`src/rtl/branch_predictor_if.sv`:
```
// -----------------------------------------------------------------------------
// branch_predictor_if
//
// Bundles the signals between the pipeline and the branch direction predictor.
//
//   clr           pipeline -> predictor  soft clear (restart table init, zero ghr)
//   rdy           predictor -> pipeline  table initialised, predictions valid
//   q_vld, q_pc   pipeline -> predictor  ID-stage query (advancing conditional branch)
//   pred_taken    predictor -> pipeline  direction guess for q_pc (same cycle)
//   pred_ghr      predictor -> pipeline  history used for the guess, travels to EX
//   upd_vld       pipeline -> predictor  EX resolves a conditional branch
//   upd_pc        pipeline -> predictor  word address of the resolved branch
//   upd_ghr       pipeline -> predictor  history snapshot carried with the branch
//   upd_taken     pipeline -> predictor  actual outcome
//   upd_mispred   pipeline -> predictor  outcome differed from the guess
//   stat_lookups  predictor -> pipeline  accepted queries (saturating)
//   stat_mispreds predictor -> pipeline  reported mispredictions (saturating)
//
// master = pipeline side, slave = predictor side.
// -----------------------------------------------------------------------------
interface branch_predictor_if #(
    parameter int GHR_W  = 8,
    parameter int STAT_W = 32
);
    logic              clr;
    logic              rdy;
    logic              q_vld;
    logic [31:0]       q_pc;
    logic              pred_taken;
    logic [GHR_W-1:0]  pred_ghr;
    logic              upd_vld;
    logic [31:0]       upd_pc;
    logic [GHR_W-1:0]  upd_ghr;
    logic              upd_taken;
    logic              upd_mispred;
    logic [STAT_W-1:0] stat_lookups;
    logic [STAT_W-1:0] stat_mispreds;

    modport master (
        output clr,
        output q_vld,
        output q_pc,
        output upd_vld,
        output upd_pc,
        output upd_ghr,
        output upd_taken,
        output upd_mispred,
        input  rdy,
        input  pred_taken,
        input  pred_ghr,
        input  stat_lookups,
        input  stat_mispreds
    );

    modport slave (
        input  clr,
        input  q_vld,
        input  q_pc,
        input  upd_vld,
        input  upd_pc,
        input  upd_ghr,
        input  upd_taken,
        input  upd_mispred,
        output rdy,
        output pred_taken,
        output pred_ghr,
        output stat_lookups,
        output stat_mispreds
    );
endinterface

```
`src/rtl/branch_predictor.sv`:
```
// -----------------------------------------------------------------------------
// branch_predictor
//
// Conditional-branch direction predictor: a table of 2^IDX_W two-bit saturating
// counters indexed either by the branch PC (bimodal, MODE=0) or by the PC XOR
// the global history register (gshare, MODE=1).
//
// After reset or a soft clear the table sweeps itself to INIT_CNT, one entry
// per cycle; predictions are forced not-taken and queries/updates are ignored
// until rdy rises.
//
// Ports:
//   clk   clock
//   rstn  asynchronous active-low reset
//   bp    predictor side of branch_predictor_if (query, update, status, stats)
// -----------------------------------------------------------------------------
module branch_predictor #(
    parameter int         IDX_W    = 8,
    parameter int         GHR_W    = 8,
    parameter int         MODE     = 1,
    parameter logic [1:0] INIT_CNT = 2'b01,
    parameter int         STAT_W   = 32
) (
    input  logic                 clk,
    input  logic                 rstn,
    branch_predictor_if.slave    bp
);

    localparam int DEPTH = 1 << IDX_W;

    typedef enum logic {
        ST_INIT,
        ST_RUN
    } state_t;

    state_t            state_reg;
    logic [IDX_W-1:0]  sweep_reg;
    logic [GHR_W-1:0]  ghr_reg;
    logic              rdy_reg;

    // Counter table. Read combinationally so the guess is available in the
    // same cycle as the query; contents are never reset, only swept.
    logic [1:0]        table_mem [DEPTH];

    logic              is_run;
    logic [IDX_W-1:0]  q_ghr_ext;
    logic [IDX_W-1:0]  u_ghr_ext;
    logic [IDX_W-1:0]  qidx;
    logic [IDX_W-1:0]  uidx;
    logic              pred_bit;
    logic              pred_taken;
    logic [1:0]        u_cnt;
    logic [1:0]        u_cnt_next;
    logic              q_acc;
    logic              u_acc;
    logic              mp_acc;
    logic [1:0]        stat_inc;

    assign is_run = (state_reg == ST_RUN);

    // Zero-extend the history to the index width (GHR_W may equal IDX_W,
    // so a replication-based extension could be zero-width).
    always_comb begin
        q_ghr_ext = '0;
        u_ghr_ext = '0;
        q_ghr_ext[GHR_W-1:0] = ghr_reg;
        u_ghr_ext[GHR_W-1:0] = bp.upd_ghr;
    end

    generate
        if (MODE == 1) begin : g_gshare
            assign qidx = bp.q_pc[IDX_W-1:0]   ^ q_ghr_ext;
            assign uidx = bp.upd_pc[IDX_W-1:0] ^ u_ghr_ext;
        end else begin : g_bimodal
            assign qidx = bp.q_pc[IDX_W-1:0];
            assign uidx = bp.upd_pc[IDX_W-1:0];
        end
    endgenerate

    // Upper PC bits never take part in indexing; in bimodal mode the history
    // extensions are unused as well.
    logic unused_bits;
    assign unused_bits = &{1'b0, bp.q_pc[31:IDX_W], bp.upd_pc[31:IDX_W],
                           q_ghr_ext, u_ghr_ext};

    // Query path: the MSB of the counter is the direction guess. Forced
    // not-taken while the table is still being swept.
    assign pred_bit   = table_mem[qidx][1];
    assign pred_taken = is_run & pred_bit;

    assign q_acc  = is_run & bp.q_vld;
    assign u_acc  = is_run & bp.upd_vld;
    assign mp_acc = u_acc & bp.upd_mispred;

    // Saturating counter step for the resolved branch.
    assign u_cnt = table_mem[uidx];

    always_comb begin
        u_cnt_next = u_cnt;
        if (bp.upd_taken) begin
            if (u_cnt != 2'b11) begin
                u_cnt_next = u_cnt + 2'd1;
            end
        end else begin
            if (u_cnt != 2'b00) begin
                u_cnt_next = u_cnt - 2'd1;
            end
        end
    end

    // Single write port: sweep writes during init, training writes in run.
    // A query in the same cycle as an update to the same entry sees the old
    // value because the write lands on the edge.
    always_ff @(posedge clk) begin
        if (!is_run) begin
            table_mem[sweep_reg] <= INIT_CNT;
        end else if (u_acc) begin
            table_mem[uidx] <= u_cnt_next;
        end
    end

    // Control FSM with history register and registered ready flag.
    always_ff @(posedge clk or negedge rstn) begin
        if (!rstn) begin
            state_reg <= ST_INIT;
            sweep_reg <= '0;
            ghr_reg   <= '0;
            rdy_reg   <= 1'b0;
        end else if (bp.clr) begin
            state_reg <= ST_INIT;
            sweep_reg <= '0;
            ghr_reg   <= '0;
            rdy_reg   <= 1'b0;
        end else begin
            case (state_reg)
                ST_INIT: begin
                    sweep_reg <= sweep_reg + 1'b1;
                    if (sweep_reg == '1) begin
                        state_reg <= ST_RUN;
                        rdy_reg   <= 1'b1;
                    end
                end
                ST_RUN: begin
                    // A mispredict flushes the querying instruction, so the
                    // repaired history wins over the speculative shift.
                    // The size cast keeps the low GHR_W bits of the shift.
                    if (mp_acc) begin
                        ghr_reg <= GHR_W'({bp.upd_ghr, bp.upd_taken});
                    end else if (bp.q_vld) begin
                        ghr_reg <= GHR_W'({ghr_reg, pred_taken});
                    end
                end
                default: begin
                    state_reg <= ST_INIT;
                    sweep_reg <= '0;
                end
            endcase
        end
    end

    // Statistics: [0] accepted lookups, [1] mispredictions. Both saturate at
    // all-ones and survive a soft clear.
    assign stat_inc = {mp_acc, q_acc};

    genvar gi;
    generate
        for (gi = 0; gi < 2; gi++) begin : g_stat
            logic [STAT_W-1:0] cnt_reg;

            always_ff @(posedge clk or negedge rstn) begin
                if (!rstn) begin
                    cnt_reg <= '0;
                end else if (stat_inc[gi] && (cnt_reg != '1)) begin
                    cnt_reg <= cnt_reg + 1'b1;
                end
            end
        end
    endgenerate

    assign bp.rdy           = rdy_reg;
    assign bp.pred_taken    = pred_taken;
    assign bp.pred_ghr      = ghr_reg;
    assign bp.stat_lookups  = g_stat[0].cnt_reg;
    assign bp.stat_mispreds = g_stat[1].cnt_reg;

endmodule
```
`src/flat_wrapper.sv`:
```
// flat-port wrapper written by rule: the top's interface ports become plain ports
module branch_predictor_flat 
#(
    parameter int         IDX_W    = 8,
    parameter int         GHR_W    = 8,
    parameter int         MODE     = 1,
    parameter logic [1:0] INIT_CNT = 2'b01,
    parameter int         STAT_W   = 32
)
  (clk, rstn, bp_clr, bp_q_vld, bp_q_pc, bp_upd_vld, bp_upd_pc, bp_upd_ghr, bp_upd_taken, bp_upd_mispred, bp_rdy, bp_pred_taken, bp_pred_ghr, bp_stat_lookups, bp_stat_mispreds);
  branch_predictor_if #(.GHR_W(GHR_W), .STAT_W(STAT_W)) bp_i ();
  input  logic clk;
  input  logic rstn;
  input wire logic [$bits(bp_i.clr)-1:0] bp_clr;
  input wire logic [$bits(bp_i.q_vld)-1:0] bp_q_vld;
  input wire logic [$bits(bp_i.q_pc)-1:0] bp_q_pc;
  input wire logic [$bits(bp_i.upd_vld)-1:0] bp_upd_vld;
  input wire logic [$bits(bp_i.upd_pc)-1:0] bp_upd_pc;
  input wire logic [$bits(bp_i.upd_ghr)-1:0] bp_upd_ghr;
  input wire logic [$bits(bp_i.upd_taken)-1:0] bp_upd_taken;
  input wire logic [$bits(bp_i.upd_mispred)-1:0] bp_upd_mispred;
  output wire logic [$bits(bp_i.rdy)-1:0] bp_rdy;
  output wire logic [$bits(bp_i.pred_taken)-1:0] bp_pred_taken;
  output wire logic [$bits(bp_i.pred_ghr)-1:0] bp_pred_ghr;
  output wire logic [$bits(bp_i.stat_lookups)-1:0] bp_stat_lookups;
  output wire logic [$bits(bp_i.stat_mispreds)-1:0] bp_stat_mispreds;
  assign bp_i.clr = bp_clr;
  assign bp_i.q_vld = bp_q_vld;
  assign bp_i.q_pc = bp_q_pc;
  assign bp_i.upd_vld = bp_upd_vld;
  assign bp_i.upd_pc = bp_upd_pc;
  assign bp_i.upd_ghr = bp_upd_ghr;
  assign bp_i.upd_taken = bp_upd_taken;
  assign bp_i.upd_mispred = bp_upd_mispred;
  assign bp_rdy = bp_i.rdy;
  assign bp_pred_taken = bp_i.pred_taken;
  assign bp_pred_ghr = bp_i.pred_ghr;
  assign bp_stat_lookups = bp_i.stat_lookups;
  assign bp_stat_mispreds = bp_i.stat_mispreds;
  branch_predictor #(.IDX_W(IDX_W), .GHR_W(GHR_W), .MODE(MODE), .INIT_CNT(INIT_CNT), .STAT_W(STAT_W)) u_core (.clk(clk), .rstn(rstn), .bp(bp_i));
endmodule
```
`config.mk`:
```
export PLATFORM = sky130hd
export DESIGN_NAME = branch_predictor_flat
export DESIGN_NICKNAME = d
export VERILOG_FILES = /design/src/rtl/branch_predictor_if.sv /design/src/rtl/branch_predictor.sv /design/src/flat_wrapper.sv
export SDC_FILE = /design/constraint.sdc
export NUM_CORES = 1
export LEC_CHECK = 0
export ABC_AREA = 1
export ABC_CLOCK_PERIOD_IN_PS = 12950
export BUFFER_PORTS_ARGS = -buffer_cell sky130_fd_sc_hd__buf_2
export CAP_MARGIN = 20
export CELL_PAD_IN_SITES_DETAIL_PLACEMENT = 0
export CELL_PAD_IN_SITES_GLOBAL_PLACEMENT = 1
export CORE_ASPECT_RATIO = 0.9
export CORE_MARGIN = 4
export CORE_UTILIZATION = 50
export DETAILED_ROUTE_END_ITERATION = 8
export PLACE_DENSITY_LB_ADDON = 0.2
export REMOVE_ABC_BUFFERS = 1
export SLEW_MARGIN = 20
export SYNTH_ARGS = -nofsm -noshare
export SYNTH_HDL_FRONTEND = slang
export SYNTH_SLANG_ARGS = --single-unit
```
`constraint.sdc`:
```
create_clock -name clk -period 12.95 [get_ports clk]
set_input_delay 2.59 -clock clk [delete_from_list [all_inputs] [get_ports clk]]
set_output_delay 2.59 -clock clk [all_outputs]
set_load 0.01 [all_outputs]
```
Yosys cells after proc, flatten, opt, wreduce, memory -nomap -nowiden
Memories as Yosys holds them, arrays and structs flattened.
Cells that the tools add are included.
Widths: inputs -> output; s select.
{"block": "totals", "register_bits": 82, "ram_bits": 512, "inputBits": 79, "out_inout_bits": 74, "word_cells": 54, "mem_count": 1}
{"name": "u_core.table_mem", "words": 256, "width": 2, "rd": 2, "rd_clocked_by_memory_dff": 0, "write_ports": 1, "line_no": "branch_predictor.sv:43", "text": "logic [1:0] table_mem [DEPTH];"}
{"block": "op_classes", "add_sub_neg": 5, "n_eq_ne": 5, "n_mux": 22, "bitwise": 6, "reduce_logical": 9}
{"op": "$add 32x1->32 const B", "count": 2}
{"op": "$ne 32x32->1 const B", "count": 2}
{"op": "$mux 8", "count": 7}
{"op": "$xor 8x8->8", "count": 2}
{"op": "$mux 1", "count": 11}
{"op": "$add 8x1->8 const B", "count": 1}
{"op": "$eq 8x8->1 const B", "count": 1}
{"op": "$mux 2", "count": 4}
{"op": "$reduce_bool 2->1", "count": 3}
{"op": "$and 1x1->1", "count": 4}
{"op": "$ne 2x2->1 const B", "count": 2}
{"op": "$reduce_and 2->1", "count": 2}
{"op": "$reduce_bool 3->1", "count": 1}
{"op": "$add 2x1->2 const B", "count": 1}
{"op": "$logic_and 1x1->1", "count": 2}
{"op": "$reduce_or 2->1", "count": 1}
{"op": "$sub 2x1->2 const B", "count": 1}

Longest topological paths before layout
Gate-level depths: netlist of run 1.
An unclocked memory read counts as a cell.
{"block": "depth", "word_depth": 7, "depth_mapped": 18, "ltp_nobuf": 16}

Worst setup path after synthesis of run 1
OpenSTA, ideal clock, no wires.
{"block": "synth_path", "kind": "input to register", "from": "in bp_upd_ghr[2]", "to": "mem u_core.table_mem[0][1], data pin", "setup_ps": 1408, "t_arrival_ps": 9921, "required_time_ps": 11542, "slack_ps": 1621, "cell_stages": 13, "path_buffers": 2, "path_cell_list": "xnor2_1 > buf_2 > clkbuf_1 > nand3_1 > nand3_1 > nand3_1 > nand3_1 > nand3_1 > nand3_1 > nand2_1 > nand2_1 > inv_1 > nor2_1"}
{"block": "synth_between", "elab_chain_len": 6, "word_cells_on_any_way": 10, "cone_classes": "add/sub (2); eq/ne (1); mux (4); bitwise (1); reduce/logical (1); memory (1)"}
{"item": "start: declaration", "line_no": "flat_wrapper.sv:19", "text": "input wire logic [$bits(bp_i.upd_ghr)-1:0] bp_upd_ghr;"}
{"item": "$xor 8x8->8 *", "line_no": "branch_predictor.sv:73", "text": "assign uidx = bp.upd_pc[IDX_W-1:0] ^ u_ghr_ext;"}
{"item": "$mem_v2 256x2 *"}
{"item": "$sub 2x1->2 (tied with other cells)", "line_no": "branch_predictor.sv:106", "text": "u_cnt_next = u_cnt - 2'd1;"}
{"item": "$mux 2 (on tied branches)", "line_no": "branch_predictor.sv:105, branch_predictor.sv:101"}
{"item": "$mux 2 *", "line_no": "branch_predictor.sv:100", "text": "if (bp.upd_taken) begin"}
{"item": "$mux 2 (no line) *"}
{"item": "end: declaration", "line_no": "branch_predictor.sv:43"}
Mark *: on every way between the ends. The rest lies on a longest branch, timed or not.

Worst setup path in the final report of run 1
{"block": "layout_path", "from": "in bp_q_pc[0]", "to": "out bp_pred_taken"}
{"block": "layout_between", "elab_chain_len": 3}
{"item": "start: declaration", "line_no": "flat_wrapper.sv:16", "text": "input wire logic [$bits(bp_i.q_pc)-1:0] bp_q_pc;"}
{"item": "$xor 8x8->8", "line_no": "branch_predictor.sv:72", "text": "assign qidx = bp.q_pc[IDX_W-1:0] ^ q_ghr_ext;"}
{"item": "$mem_v2 256x2"}
{"item": "$and 1x1->1", "line_no": "branch_predictor.sv:89", "text": "assign pred_taken = is_run & pred_bit;"}
{"item": "end: declaration", "line_no": "flat_wrapper.sv:23", "text": "output wire logic [$bits(bp_i.pred_taken)-1:0] bp_pred_taken;"}
Every way passes these cells.

==> results of run 1 <==
## critical path: stages
cell	delay, ns
buf_2	0.10
nand2_1	0.32
nand2_4	0.92
buf_4	0.79
nand2_1	0.10
nand3_1	0.12
nand3_1	0.10
nand3_1	0.15
nand3_1	0.12
nand3_1	0.23
nand3_1	0.10
nand3_1	0.10
nand3_2	0.12
inv_1	0.08
buf_2	0.13
## layer usage
| metal | track usage (%) | wire [um] |
|---|---|---|
| met1 | 41.7 | 36900 |
| met2 | 45.7 | 41700 |
| met3 | 5.15 | 9320 |
| met4 | 11.8 | 4020 |
| met5 | 0 | 0 |
## layout by cell type (no fill, tap or decap), types with 7 or more instances in the layout
cell type	synthesis	layout
clkbuf_1	61	15
nand2_1	897	889
nand3_2	1	9
edfxtp_1	512	512
a21oi_1	7	7
clkinv_1	1	11
xor2_1	48	47
nand3_1	781	773
buf_4	7	37
nor2_1	314	313
o21ai_0	34	34
nand2_4	2	7
xnor2_1	27	21
clkinv_2	0	10
clkbuf_16	0	68
nand4_1	15	15
inv_1	107	107
o211ai_1	15	15
dfrtp_1	82	82
buf_2	108	103
nor3_1	36	36
## power breakdown
group	switching [mW]	internal (mW)
logic	0.318	0.112
registers	0.00624	2.06
clock network	0.764	1.08
## path summary, 6_finish.rpt
| check | slack (ns) | from | to | cells after the start |
|---|---|---|---|---|
| min | 0.50 | u_core.bp.stat_lookups[25] | u_core.bp.stat_lookups[25] | 1 |
| min in group asynchronous | 1.87 | rstn | u_core.bp.stat_mispreds[24] | 1 |
| max | 4.22 | bp_q_pc[0] | bp_pred_taken | 15 |
| max in group asynchronous | 9.97 | rstn | u_core.bp.pred_ghr[6] | 2 |
| min reg2reg | 0.50 | u_core.bp.stat_lookups[25] | u_core.bp.stat_lookups[25] | 1 |
| max reg2reg | 9.00 | u_core.bp.pred_ghr[0] | u_core.bp.pred_ghr[0] | 15 |
## layout make-up
type	count	area [sq um]
clock buffers	89	1840
clock inverters	32	283
fillers	4906	25000
inverters	110	413
multi-input cells	2216	10200
flip-flops and latches	594	17400
well taps	765	957
repair buffers	142	833
## metrics by stage
step           power [mW]  worst slack (ns)
2_1_floorplan        2.37             -3.09
6_report             4.34              4.22
5_1_grt              4.48              4.05
4_1_cts              4.35              4.32
3_5_place_dp         2.52              4.33
3_3_place_gp         2.52              4.32
## synthesized netlist by cell type, types with 5 or more instances
cell / n
nand2_1: 897
nand3_1: 781
edfxtp_1: 512
nor2_1: 314
buf_2: 108
inv_1: 107
dfrtp_1: 82
clkbuf_1: 61
xor2_1: 48
nor3_1: 36
o21ai_0: 34
xnor2_1: 27
nand4_1: 15
o211ai_1: 15
a21oi_1: 7
buf_1: 7
buf_4: 7
nor4_1: 6
buf_6: 5
nor2_2: 5
o22ai_1: 5
## logic make-up after synthesis
| logic type | after synthesis | share of synthesized area [%] |
|---|---|---|
| XOR/XNOR | 77 | 2.43 |
| multiplexers | 1 | 0.0348 |
| AO/OA/AOI/OAI | 68 | 1.38 |
| adder cells (fa/ha/maj) | 3 | 0.130 |
| AND/OR/NAND/NOR | 2067 | 30.9 |
| buffers and inverters | 298 | 4.58 |
| flip-flops | 594 | 60.5 |
==> flow_summary.json, run 1 <==
{
  "status": "finished clean",
  "clock_latency_ns": 0.61,
  "dpl.cell_count": 3826,
  "cts_root_buffer": "clkbuf_16",
  "path_max_fanout": 71,
  "synth.largest_area_cell": "edfxtp_1",
  "max_freq_mhz": 115,
  "synth_enable_flop_cells": 512,
  "required_ns": 10.36,
  "powerDensity_nw_per_um2": 136,
  "core.rowCount": 83,
  "synth_top_area_share_pct": 53.4,
  "rsz0062_at_grt": "false",
  "min_period_ns": 8.73,
  "via_per_inst": 6.01,
  "nets": 3213,
  "drc": 0,
  "gp_congestion": 0.892,
  "dieArea_sq_um": 61500,
  "start_kind": "primary input",
  "wl_per_cell_um": 23.3,
  "ys_warn_count": 0,
  "cts_buffers": 67,
  "fin_crit_sh_pct": 67.4,
  "grt_pass1_wl_mm": 137,
  "h-tree-depth": 3,
  "synthTopCellsByArea": "edfxtp_1 53%, nand3_1 14%, nand2_1 12%",
  "cts_tree": "yes",
  "dpl.hpwl_mm": 50.6,
  "die_x_um": 261,
  "final_cells": 3948,
  "grt_pass1_vias": 22900,
  "grt_max_degree": 130,
  "die_y_um": 236,
  "async_flop_share_pct": 13.8,
  "cts.sinks": 594,
  "synth_area_sq_um": 28800,
  "post_cts_resized": 0,
  "clockBufferDepth": 3,
  "routed-via-count": 23700,
  "relSlewSlack_pct": 23.3,
  "synth_cells": 3108,
  "area_growth_pct": 11.0,
  "yosysSeqAreaShare_pct": 60.5,
  "cp.arrival_ns": 6.14,
  "cp-end-kind": "output port",
  "start_util_pct": 50.5,
  "fin_area_sq_um": 32000,
  "synth_ff_type": "edfxtp_1",
  "cts_hold_buffers": 0,
  "gr-total-overflow": 0,
  "io_buffers": 104,
  "holdWs_ns": 0.495,
  "antenna_left": 0,
  "placed_area_sq_um": 29800,
  "core_sq_um": 57000,
  "antenna-diode-count": 0,
  "final.setup.tns_ns": 0,
  "ios": 153,
  "tightest_slew_ns": 1.15,
  "drtPass1Iterations": 8,
  "wirelength_mm": 92.0,
  "hold_viol": 0,
  "cts_setup_buffers": 0,
  "final_core_util_pct": 56.1,
  "finalSetupViolCount": 0,
  "power.leakage_nw": 12.2,
  "path_class": "primary input to output port",
  "ys_ff_latch": 594,
  "maxCapViolCount": 0,
  "fin_skew_ns": 0.0149,
  "synth_area_per_cell_sq_um": 9.26,
  "final-max-slew-violation-count": 0,
  "regMostFlops": "u_core.table_mem",
  "min_path_type": "register to register",
  "grtUsageTotal_pct": 29.5,
  "antenna_found_initial": 0,
  "clkTransAtPathRegs_ns": 0.06,
  "drive_gt1_share_pct": 8.86,
  "ys_types": 40,
  "irDropWorstVdd_uv": 123,
  "largest_reg_flops": 512,
  "drt_iter0_markers": 3154
}
(Power assumes the default switching activity.)
==> run 2, diff against run 1 <==
--- a/config.mk
+++ b/config.mk
@@ -6,14 +6,14 @@
 export NUM_CORES = 1
 export LEC_CHECK = 0
 export ABC_AREA = 1
-export ABC_CLOCK_PERIOD_IN_PS = 12950
+export ABC_CLOCK_PERIOD_IN_PS = 7800
 export BUFFER_PORTS_ARGS = -buffer_cell sky130_fd_sc_hd__buf_2
 export CAP_MARGIN = 20
 export CELL_PAD_IN_SITES_DETAIL_PLACEMENT = 0
 export CELL_PAD_IN_SITES_GLOBAL_PLACEMENT = 1
 export CORE_ASPECT_RATIO = 0.9
 export CORE_MARGIN = 4
-export CORE_UTILIZATION = 50
+export CORE_UTILIZATION = 43
 export DETAILED_ROUTE_END_ITERATION = 8
 export PLACE_DENSITY_LB_ADDON = 0.2
 export REMOVE_ABC_BUFFERS = 1
==> constraint.sdc (replaced) <==
create_clock -name clk -period 7.8 [get_ports clk]
set_input_delay 1.56 -clock clk [delete_from_list [all_inputs] [get_ports clk]]
set_output_delay 1.56 -clock clk [all_outputs]
set_load 0.01 [all_outputs]
==> run 2 against run 1 <==
  * Flip-flop and latch count did not move
  * Design area rose by 1.6%
  * Worst hold slack got worse by 0.0081 ns
  * Largest power group unchanged
  * Clock-buffer cell count rose by 1
  * Clock skew rose by 0.0043 ns
  * First-iteration DRC count fell by 11%
  * Global-route usage fell by 3.2 points
  * Sequential power rose by 67%
  * Die area rose by 16%
  * Non-clock buffer count rose by 14
  * Critical endpoint unchanged
  * Critical path type unchanged
==> flow_summary.json, run 2 (synthesis results as in run 1) <==
{
  "status": "finished clean",
  "multi_input_area_sq_um": 10200,
  "drtPass1Iterations": 7,
  "clkTransAtPathRegs_ns": 0.06,
  "final_common_cell": "nand2_1",
  "wl_per_cell_um": 23.3,
  "powerDensity_nw_per_um2": 227,
  "grt_pass1_wl_mm": 141,
  "grt_max_degree": 129,
  "mostFrequentLayoutCells": "889 x nand2_1, 773 x nand3_1, 512 x edfxtp_1, 313 x nor2_1, 107 x inv_1",
  "dpl.hpwl_mm": 54.3,
  "min_period_ns": 6.04,
  "relSlewSlack_pct": 23.8,
  "wirelength_mm": 94.5,
  "finalSetupViolCount": 0,
  "io_buffers": 104,
  "drive_gt1_share_pct": 9.23,
  "path_max_fanout": 59,
  "ff_latch_area_sq_um": 17400,
  "fillCellCount": 6165,
  "routed-via-count": 23400,
  "fin_area_sq_um": 32500,
  "cp-end-kind": "output port",
  "cts.sinks": 594,
  "nets": 3227,
  "clockBufferDepth": 3,
  "post_cts_resized": 0,
  "antenna_found_initial": 0,
  "min_from": "u_core.bp.rdy",
  "power.leakage_nw": 12.4,
  "rsz0062_at_grt": "false",
  "final_core_util_pct": 49.3,
  "regMostFlops": "u_core.table_mem",
  "start_kind": "primary input",
  "cts_hold_buffers": 0,
  "die_y_um": 253,
  "gr-total-overflow": 0,
  "max_freq_mhz": 166,
  "finalWorstSetupSlack_ns": 1.76,
  "r2r_start": "u_core.bp.pred_ghr[0]",
  "ios": 153,
  "fin_skew_ns": 0.0191,
  "largest_reg_flops": 512,
  "grtUsageTotal_pct": 26.3,
  "cts_buffers": 67,
  "irDropWorstVdd_uv": 181,
  "start_util_pct": 43.7,
  "antenna_left": 0,
  "placed_area_sq_um": 30200,
  "cts_setup_buffers": 0,
  "die_x_um": 281,
  "cts_tree": "yes",
  "core_sq_um": 65900,
  "fin_crit_sh_pct": 77.5,
  "grt_pass1_vias": 22700,
  "clock_latency_ns": 0.61,
  "cp.arrival_ns": 4.48,
  "min_path_type": "register to register",
  "final-max-slew-violation-count": 0,
  "antenna-diode-count": 0,
  "drc": 0,
  "required_ns": 6.24,
  "path_class": "primary input to output port",
  "via_per_inst": 5.77,
  "h-tree-depth": 3,
  "crit_start": "bp_q_pc[0]",
  "core.rowCount": 89,
  "dp_slack_ns": 1.80,
  "cts_root_buffer": "clkbuf_16",
  "dieArea_sq_um": 71200,
  "tightest_slew_ns": 1.14,
  "hold_viol": 0,
  "gp_congestion": 0.855,
  "area_growth_pct": 12.8,
  "drt_iter0_markers": 2810,
  "maxCapViolCount": 0
}
==> run 2: cell types whose count changed in the layout (fill, tap and decap cells not counted), sizes merged <==
cell and delta:
clkbuf +1, clkinv +1, buf +14, inv -4, bufinv +2
==> run 2: where the power goes <==
group | total, mW | switching, mW | leakage, nW | internal (mW)
registers | 3.43 | 0.0103 | 6.24 | 3.42
logic | 0.731 | 0.533 | 5.10 | 0.197
clock network | 3.21 | 1.27 | 1.09 | 1.93
total | 7.36 | 1.82 | 12.4 | 5.55
==> run 2: per-layer routing <==
metal	vias to the layer above	wire, um	share of wire, %	track usage, %
met2	1131	42200	45	40.0
met1	11400	40900	43	38.6
li1	10700	-	-	-
met4	0	2780	2.9	8.50
met3	186	8590	9.1	4.57
met5	-	0	0	0
==> run 2: area by class of cell <==
cell class	count	share of cell area, %
clock inverters	31	0.925
repair buffers	156	3.41
well taps	864	3.33
multi-input cells	2216	31.5
flip-flops and latches	594	53.7
clock buffers	90	5.94
inverters	110	1.27
==> run 2: through the flow <==
stage / hold slack, ns / instances / TNS [ns] / total power [mW]
after floorplan: 0.519 / 2920 / -2768.02 / 3.93
after CTS: 0.494 / 4060 / 0 / 7.39
after global routing: 0.499 / 4061 / 0 / 7.60
final: 0.487 / 4061 / 0 / 7.36
after global placement: 0.474 / 3939 / 0 / 4.21
after detailed placement: 0.479 / 3939 / 0 / 4.21
==> run 2: path summary, 6_finish.rpt <==
kind	end	slack (ns)	cells past startpoint
setup / recovery	bp_pred_taken	1.76	15
hold / removal	u_core.bp.rdy	0.49	2
setup reg to reg	u_core.bp.pred_ghr[0]	4.18	16
hold reg to reg	u_core.bp.rdy	0.49	2
max in group asynchronous	u_core.bp.pred_ghr[6]	5.85	2
min in group asynchronous	u_core.bp.stat_mispreds[25]	0.82	1
==> run 2: worst max-delay path: stages <==
cell,delay [ns]
buf_2,0.13
nand2_1,0.32
nand2_4,0.67
buf_12,0.40
nand2_1,0.09
nand3_1,0.10
nand3_1,0.09
nand3_1,0.16
nand3_1,0.18
nand3_1,0.21
nand3_1,0.10
nand3_1,0.12
nand3_2,0.12
inv_1,0.09
buf_2,0.13
==> run 3, diff against run 2 <==
--- a/config.mk
+++ b/config.mk
@@ -6,14 +6,14 @@
 export NUM_CORES = 1
 export LEC_CHECK = 0
 export ABC_AREA = 1
-export ABC_CLOCK_PERIOD_IN_PS = 7800
+export ABC_CLOCK_PERIOD_IN_PS = 6030
 export BUFFER_PORTS_ARGS = -buffer_cell sky130_fd_sc_hd__buf_2
 export CAP_MARGIN = 20
 export CELL_PAD_IN_SITES_DETAIL_PLACEMENT = 0
 export CELL_PAD_IN_SITES_GLOBAL_PLACEMENT = 1
 export CORE_ASPECT_RATIO = 0.9
 export CORE_MARGIN = 4
-export CORE_UTILIZATION = 43
+export CORE_UTILIZATION = 48
 export DETAILED_ROUTE_END_ITERATION = 8
 export PLACE_DENSITY_LB_ADDON = 0.2
 export REMOVE_ABC_BUFFERS = 1
==> constraint.sdc (replaced) <==
create_clock -name clk -period 6.03 [get_ports clk]
set_input_delay 1.206 -clock clk [delete_from_list [all_inputs] [get_ports clk]]
set_output_delay 1.206 -clock clk [all_outputs]
set_load 0.01 [all_outputs]
==> run 3 against run 2 <==
  * Combinational power increased by 30%
  * Clock-buffer cell count is 4 lower
  * Clock power up 31%
  * Critical path depth is 2 lower
  * Global-route usage rose by 2.2 points
  * Via count grew 0.34%
  * Worst setup slack got worse by 0.78 ns
  * Sequential power rose by 29%
  * Flip-flop and latch count is the same
  * Highest routed layer unchanged
==> flow_summary.json, run 3 (synthesis results as in run 1) <==
{
  "min_period_ns": 5.05,
  "dpl.hpwl_mm": 53.3,
  "wl_met3_mm": 8.60,
  "fin_crit_sh_pct": 83.7,
  "r2r_start": "u_core.is_run",
  "gp_congestion": 0.865,
  "gr-total-overflow": 0,
  "wl_met1_mm": 37.4,
  "cp_common_cell": "nand3_1",
  "tightest_slew_ns": 1.06,
  "drtPass1Iterations": 6,
  "irDropWorstVdd_uv": 220,
  "die_y_um": 240,
  "grtUsageTotal_pct": 28.5,
  "wl_per_cell_um": 23.3,
  "max_freq_mhz": 198,
  "drc": 0,
  "powerDensity_nw_per_um2": 295,
  "rsz0062_at_grt": "false",
  "die_x_um": 266,
  "cts_hold_buffers": 0,
  "antenna_left": 0,
  "regMostFlops": "u_core.table_mem",
  "maxCapViolCount": 0,
  "grt_pass1_vias": 22800,
  "drt_iter0_markers": 2753,
  "ios": 153,
  "via_per_inst": 5.91,
  "post_cts_resized": 0,
  "fin_skew_ns": 0.0183,
  "clockBufferDepth": 3,
  "wirelength_mm": 92.4,
  "reg2reg_depth": 6,
  "path_max_fanout": 24,
  "fillCellCount": 5285,
  "ff_latch_area_sq_um": 17400,
  "dpl.cell_count": 3854,
  "ff2ff_setup_slack_ns": 2.77,
  "relSlewSlack_pct": 29.1,
  "final.setup.tns_ns": 0,
  "core_sq_um": 58900,
  "io_buffers": 104,
  "cts.sinks": 594,
  "final-max-slew-violation-count": 0,
  "area_growth_pct": 12.8,
  "slowest_delay_ns": 0.67,
  "cts_tree": "yes",
  "highest_layer": "met4",
  "cts_buffers": 66,
  "r2r_end": "u_core.table_mem[233][0]",
  "mostFrequentLayoutCells": "890 x nand2_1, 774 x nand3_1, 512 x edfxtp_1, 313 x nor2_1, 106 x inv_1",
  "drive_gt1_share_pct": 9.29,
  "cts_setup_buffers": 0,
  "finalSetupViolCount": 0,
  "cts_root_buffer": "clkbuf_16",
  "multi_input_area_sq_um": 10200,
  "h-tree-depth": 3,
  "antenna_found_initial": 2,
  "min_path_type": "primary input to async pin",
  "start_util_pct": 48.9,
  "required_ns": 4.82,
  "final_common_cell": "nand2_1",
  "core.rowCount": 84,
  "dieArea_sq_um": 64000,
  "cp.arrival_ns": 3.84,
  "start_kind": "primary input",
  "nets": 3230,
  "status": "finished clean",
  "clkTransAtPathRegs_ns": 0.06,
  "grt_max_degree": 161,
  "clock_latency_ns": 0.61,
  "power.leakage_nw": 12.5,
  "hold_viol": 0,
  "path_class": "primary input to output port",
  "cp-end-kind": "output port",
  "routed-via-count": 23500,
  "wl_met2_mm": 42.6,
  "largest_reg_flops": 512,
  "grt_pass1_wl_mm": 138,
  "crit_chain": "buf_2, xnor2_4, buf_4, nand3_1, nand3_1, nand3_1, nand3_1, nand3_1, nand3_1, nand3_1, nand3_2, inv_1, buf_2",
  "crit_path_top_delay_cell": "xnor2_4",
  "final_cells": 3973
}
==> run 3: changes by cell type in the layout (fill, tap and decap cells not counted), sizes merged <==
cell,change
buf,+4
clkbuf,-4
bufinv,+3
clkinvlp,-1
diode,+1
inv,-1
==> run 3: critical path: cells and delay by family <==
kind / cells / cell delay [ns]
buffers and inverters: 4 / 0.89
and+or+nand+nor: 8 / 1.05
xor gates and xnor gates: 1 / 0.67
==> run 3: area by class of cell <==
cell class,count,share of cell area (%)
repair buffers,160,3.72
clock buffers,86,5.77
flip-flops and latches,594,53.6
well taps,774,2.98
multi-input cells,2216,31.4
diodes,1,0.00770
clock inverters,32,1.16
inverters,110,1.27
==> run 3: worst max-delay path by stage <==
stage,from,to,cells past startpoint
after floorplan,bp_upd_ghr[1],u_core.table_mem[0][1],13
after global placement,bp_q_pc[1],bp_pred_taken,13
after detailed placement,bp_q_pc[1],bp_pred_taken,13
after CTS,bp_q_pc[1],bp_pred_taken,13
after global routing,bp_q_pc[0],bp_pred_taken,16
final,bp_q_pc[1],bp_pred_taken,13
==> run 3: layer usage <==
layer / up-vias / track usage [%]
met5: - / 0
li1: 10700 / -
met4: 0 / 10.4
met3: 240 / 5.57
met2: 1171 / 45.3
met1: 11400 / 39.3
==> run 3: through the flow <==
stage	instance area, sq um	power [mW]	worst slack, ns	utilization, %	hold WS, ns
floorplan	27900	5.09	-8.63	-	0.519
global placement	30200	5.44	1.04	51.4	0.483
detailed placement	30200	5.45	1.03	51.4	0.491
CTS	32500	9.62	1.03	55.2	0.377
global route	32500	9.90	0.893	55.2	0.378
finish	32500	9.58	0.982	55.2	0.406
==> run 3: where the power goes <==
group | switching [mW] | internal, mW | leakage [nW]
clock network | 1.63 | 2.57 | 1.10
logic | 0.686 | 0.265 | 5.14
registers | 0.0130 | 4.42 | 6.24
total | 2.32 | 7.26 | 12.5
